$ cat src/rtl/multi_peak_detector.sv
// Per-window peak tracker on NUM_CH parallel streams: signed max, abs max or peak-to-peak.
// Latency: result registered 1 clk after the in_valid that completes a WINDOW-sample window.
// Backpressure: input is never stalled; an unaccepted result is overwritten and sets sticky overflow.
// Ports: clk/reset_n (async active-low), clear (sync abort), mode, in_data/in_valid (packed samples),
//        out_data/out_valid/out_ready (packed results, single holding register), overflow, sample_count.
module multi_peak_detector #(
   parameter int NUM_CH = 2,
   parameter int DATA_W = 12,
   parameter int WINDOW = 1024,
   parameter int CNT_W  = 10
) (
   input  logic                           clk,
   input  logic                           reset_n,
   input  logic                           clear,
   input  logic [1:0]                     mode,
   input  logic [NUM_CH*DATA_W-1:0]       in_data,
   input  logic                           in_valid,
   output logic [NUM_CH*(DATA_W+1)-1:0]   out_data,
   output logic                           out_valid,
   input  logic                           out_ready,
   output logic                           overflow,
   output logic [CNT_W-1:0]               sample_count
);

   localparam int              RW     = DATA_W + 1;
   localparam logic [CNT_W-1:0] LAST  = CNT_W'(WINDOW - 1);
   localparam logic [1:0]      M_SMAX = 2'b00;
   localparam logic [1:0]      M_AMAX = 2'b01;
   localparam logic [1:0]      M_P2P  = 2'b10;

   typedef logic signed [RW-1:0] trk_t;

   // Trackers are one bit wider than a sample so |-2^(DATA_W-1)| fits and
   // abs-mode values stay non-negative under the signed compare.
   trk_t max_q  [NUM_CH];
   trk_t min_q  [NUM_CH];
   trk_t max_nx [NUM_CH];
   trk_t min_nx [NUM_CH];
   trk_t s_ext  [NUM_CH];
   trk_t s_val  [NUM_CH];

   logic [1:0]           mode_q;
   logic [1:0]           mode_in;
   logic [1:0]           mode_eff;
   logic                 first;
   logic                 take;
   logic                 done;
   logic [NUM_CH*RW-1:0] res;

   // Mode 11 behaves as absolute max.
   assign mode_in  = (mode == 2'b11) ? M_AMAX : mode;
   assign first    = (sample_count == '0);
   // The first sample of a window uses the incoming mode; later ones use the latched one.
   assign mode_eff = first ? mode_in : mode_q;
   assign take     = in_valid & ~clear;
   assign done     = take & (sample_count == LAST);

   always_comb begin
      res = '0;
      for (int k = 0; k < NUM_CH; k++) begin
         s_ext[k]  = {in_data[k*DATA_W + DATA_W - 1], in_data[k*DATA_W +: DATA_W]};
         s_val[k]  = (mode_eff == M_AMAX && s_ext[k][RW-1]) ? -s_ext[k] : s_ext[k];
         if (first) begin
            max_nx[k] = s_val[k];
            min_nx[k] = s_val[k];
         end else begin
            max_nx[k] = (s_val[k] > max_q[k]) ? s_val[k] : max_q[k];
            min_nx[k] = (s_val[k] < min_q[k]) ? s_val[k] : min_q[k];
         end
         // Signed max is already sign-extended and abs max already non-negative,
         // so both report the max tracker directly.
         res[k*RW +: RW] = (mode_eff == M_P2P) ? (max_nx[k] - min_nx[k]) : max_nx[k];
      end
   end

   always_ff @(posedge clk or negedge reset_n) begin
      if (!reset_n) begin
         sample_count <= '0;
         mode_q       <= M_SMAX;
         out_data     <= '0;
         out_valid    <= 1'b0;
         overflow     <= 1'b0;
         for (int k = 0; k < NUM_CH; k++) begin
            max_q[k] <= '0;
            min_q[k] <= '0;
         end
      end else if (clear) begin
         sample_count <= '0;
         out_valid    <= 1'b0;
         overflow     <= 1'b0;
         for (int k = 0; k < NUM_CH; k++) begin
            max_q[k] <= '0;
            min_q[k] <= '0;
         end
      end else begin
         if (take) begin
            for (int k = 0; k < NUM_CH; k++) begin
               max_q[k] <= max_nx[k];
               min_q[k] <= min_nx[k];
            end
            if (first) begin
               mode_q <= mode_in;
            end
            sample_count <= done ? '0 : sample_count + 1'b1;
         end
         if (done) begin
            out_data  <= res;
            out_valid <= 1'b1;
            // Same-cycle acceptance frees the holding register, so no overflow then.
            if (out_valid && !out_ready) begin
               overflow <= 1'b1;
            end
         end else if (out_valid && out_ready) begin
            out_valid <= 1'b0;
         end
      end
   end

endmodule

$ cat config.mk
export PLATFORM = sky130hd
export DESIGN_NAME = multi_peak_detector
export DESIGN_NICKNAME = d
export VERILOG_FILES = /design/src/rtl/multi_peak_detector.sv
export SDC_FILE = /design/constraint.sdc
export NUM_CORES = 1
export LEC_CHECK = 0
export ABC_AREA = 1
export CORE_UTILIZATION = 46
export DETAILED_ROUTE_END_ITERATION = 8
export GPL_TIMING_DRIVEN = 0
export PLACE_DENSITY = 0.72
export SYNTH_ARGS = -nofsm -noshare
export SYNTH_HDL_FRONTEND = slang
export SYNTH_SLANG_ARGS = --single-unit
$ cat constraint.sdc
create_clock -name clk -period 7.3 [get_ports clk]
set_input_delay 1.46 -clock clk [delete_from_list [all_inputs] [get_ports clk]]
set_output_delay 1.46 -clock clk [all_outputs]
set_load 0.02 [all_outputs]
==> flow_results.org <==
** STA
- Measured against its own limit, the worst slew margin works out to 39.98%.
- Clock skew after layout :: 10.36 ps
- Highest clock rate :: 150.8 MHz
- The worst path uses 90.86% of the clock period.
- The number of failing hold endpoints at the final stage was 0.
- Setup repair after global routing left no endpoint under its margin.
- After routing, the total negative slack on setup checks comes to 0 ps.
- After layout, the minimum clock period comes to 6632 ps.
- Tightest Pin Transition :: 900.3 ps
- The number of pins exceeding their max-slew limit in the final report came to 0.
- Final setup vio count :: 0
- Post-route worst hold slack :: 481.7 ps

** Setup path
- CP startpoint kind :: input port
- Required time of the worst setup path :: 7550 ps
- Crit path capture type :: flip-flop
- Source of the worst register-to-register timing path :: sample_count[0]
- On the critical path, the stage with the largest delay is an instance of clkdlybuf4s50_1.
- The critical path is of the in2reg type.
- Worst path max stage delay :: 450 ps
- The critical path starts at in_data[0].
- In this run the worst path has a maximum fanout of 10.
- Among the stages of the critical path, the cell type that occurs most often is nand2_1.
- Data arrival time at the worst-slack endpoint :: 6890 ps

** Floorplanning
- The initialized floorplan defines 48 standard-cell rows.
- During I/O placement, the number of pins put on the boundary was 69.
- In this run the standard cell core region covers 0.01724 mm².
- Full die area :: 0.01812 mm²
- The initial utilization of the core area, before any placement, comes to 46.92%.
- The die is 134.6 µm tall.
- Chip width :: 134.6 µm

** Worst hold path
- In this run the most critical hold path is launched from out_data[11].
- In this run the worst hold path is classified as reg2reg.

** Logic synthesis
- Post-synth EDFFs :: 0
- Summed over all instances, the cell type with the most area after synthesis is dfrtp_1.
- Cell types occupying the most area after synthesis :: dfrtp_1 (28%), nand2_1 (15%), ha_1 (11%)
- Flip-flop and latch count after synthesis :: 92
- Summing the sequential cell areas from Yosys gives 28.47% of the chip area.
- Post-synth net total :: 1,302
- Total of warnings raised by yosys :: 0
- Synth Area per Inst :: 6.757 µm²
- The most used flip-flop cell after synthesis is dfrtp_1.
- Share of Yosys cell area claimed by the top area cell type :: 28.47%
- Synthesized area :: 0.008088 mm²
- Distinct cell type count of the synthesized netlist :: 38
- Proportion of register bits with asynchronous set or reset after synthesis :: 100.0%
- Dominant cell by count in the synthesized netlist :: nand2_1
- Mapped Cells :: 1,197
- Most frequent cells after synthesis :: nand2_1 (332), inv_1 (180), dfrtp_1 (92), ha_1 (74), o21ai_0 (69)

** Clock tree
- Post-CTS setup buffer count :: 0
- Sink Count :: 92
- # resized after CTS :: 0
- TritonCTS built the clock tree.
- H-tree depth reported by CTS :: 3
- Clock transition at path regs :: 70 ps
- The clock passes through at most 2 buffers.
- The later pin in the worst-skew pair is clocked with a latency of 370 ps.
- In this run, post-CTS hold repair placed 0 buffers.
- Master cell of the clock root buffer :: clkbuf_16
- TritonCTS Buffers :: 9

** Power
- The worst-case IR drop observed on VDD is 147.6 µV.
- For this design the ratio of total power to cell area is 255.0 mW/mm².
- Leakage power summed over all cells :: 0.004816 µW

** Drt
- Dividing the detail-routed via count by the number of cells gives 5.371.
- In the routed design, unresolved DRC markers number 0.
- The routed layout has 8,088 vias.
- Detail Route Antenna Nets :: 0
- The first TritonRoute pass finished after 5 iterations.
- The final layout contains routed wiring with a total length of 23,450 µm.
- Final routed wire length divided by cell count :: 15.57 µm
- The first routing iteration left 635 violations.

** GRT
- The first global-routing pass estimated 38,580 µm of wire.
- Entering global routing, the biggest net connects 51 pins.
- Global router's overall resource usage :: 27.21%
- After global routing the overflow that remains totals 0.
- The initial antenna violation count was 0.
- Vias in the first global route :: 7,660

** Placement
- Area after DPL :: 0.009065 mm²
- Final estimated routing congestion in global placement :: 0.9385
- Number of port buffers :: 67
- DP HPWL :: 18,500 µm

** Finish
- Final Net Count :: 1,381
- Area added between synthesis and finish :: 15.83%
- Of the cells placed in the final design, the portion with a size suffix greater than 1 is 8.197%.
- Area of all placed cells without fillers :: 0.009368 mm²
- At the end of the flow the core is filled with cells to 54.35%.
- Antenna diode instance count :: 0
- Fill cells in the final layout number 1,721.

** Job
- Across the run, the number of max-cap violations was 0.

** Status
- The run finished with clean final reports.
==> routing by layer <==
layer  vias up  wire length [µm]  global-route usage (%)
li1       4069                 -                       -
met1      3725             10360                   34.97
met2       248             11050                   45.71
met3        46              1313                   4.429
met4         0               731                   10.67
met5         -                 0                       0
==> worst max-delay path, delay by kind of cell <==
family | cells | cell delay (ps)
simple gates | 20 | 2070
buf+inv | 7 | 1470
xor+xnor | 1 | 270
compound gates | 4 | 730
fa+ha+maj | 3 | 870
==> cells in the final DEF, fill, tap and decap left out, types with 4 or more instances in the layout <==
cell type / count
o21ai_2: 4
dfrtp_1: 92
nand2_4: 5
nor2_2: 6
nand4_1: 26
inv_1: 180
nor2_1: 58
o21ai_1: 14
ha_1: 74
o22ai_1: 51
clkdlybuf4s50_1: 66
inv_2: 15
o21ai_0: 66
nor4_1: 4
nand2_1: 332
buf_2: 4
xor2_1: 25
nand2_2: 36
nor3_1: 13
nand3_1: 68
buf_6: 5
o21bai_1: 11
clkbuf_16: 9
a21oi_1: 52
clkbuf_1: 25
==> power breakdown <==
group	switching [µW]	total, µW	leakage (µW)	internal (µW)
registers	27.4	584	0.00123	557
logic	859	1310	0.00344	451
clock network	250	495	0.000149	244
==> worst paths after layout <==
check	to	slack, ps	cells after the start
min reg2reg	out_data[11]	480	2
min in group asynchronous	min_q[23]	1100	1
max reg2reg	out_data[12]	1480	36
min	out_data[11]	480	2
max in group asynchronous	min_q[11]	5520	2
max	out_data[12]	670	35
==> through the flow <==
stage / instances / total power, µW / setup WS [ps]
floorplan: 1197 / 1555 / 1837
global placement: 1489 / 1860 / 303.8
detailed placement: 1490 / 1879 / 197.2
CTS: 1506 / 2374 / 550.8
global route: 1506 / 2591 / 16.08
finish: 1506 / 2388 / 667.6
==> kinds of logic after synthesis <==
family / count (synthesis) / synth area share, %
AOI/OAI and AO/OA: 214 / 15.11
xor gates and xnor gates: 25 / 2.707
adders and majority gates: 74 / 11.45
buffers and inverters: 232 / 11.34
DFF: 92 / 28.47
and+or+nand+nor: 560 / 30.93
==> flip-flops by register name, indices dropped and copies added (netlist names) <==
signal	count
overflow	1
mode_q	2
out_data	26
out_valid	1
sample_count	10
min_q	26
max_q	26
==> final cells by class <==
cell class	count	area, µm²	area share [%]
repair buffers	68	695.7	7.426
clock buffers	9	225.2	2.404
multi-input cells	873	4868	51.97
inverters	196	735.7	7.854
well taps	225	281.5	3.005
flip-flops and latches	92	2302	24.58
clock inverters	7	76.32	0.8147
plain buffers	36	182.7	1.950
Note: power is estimated with default switching activity, not from simulation.
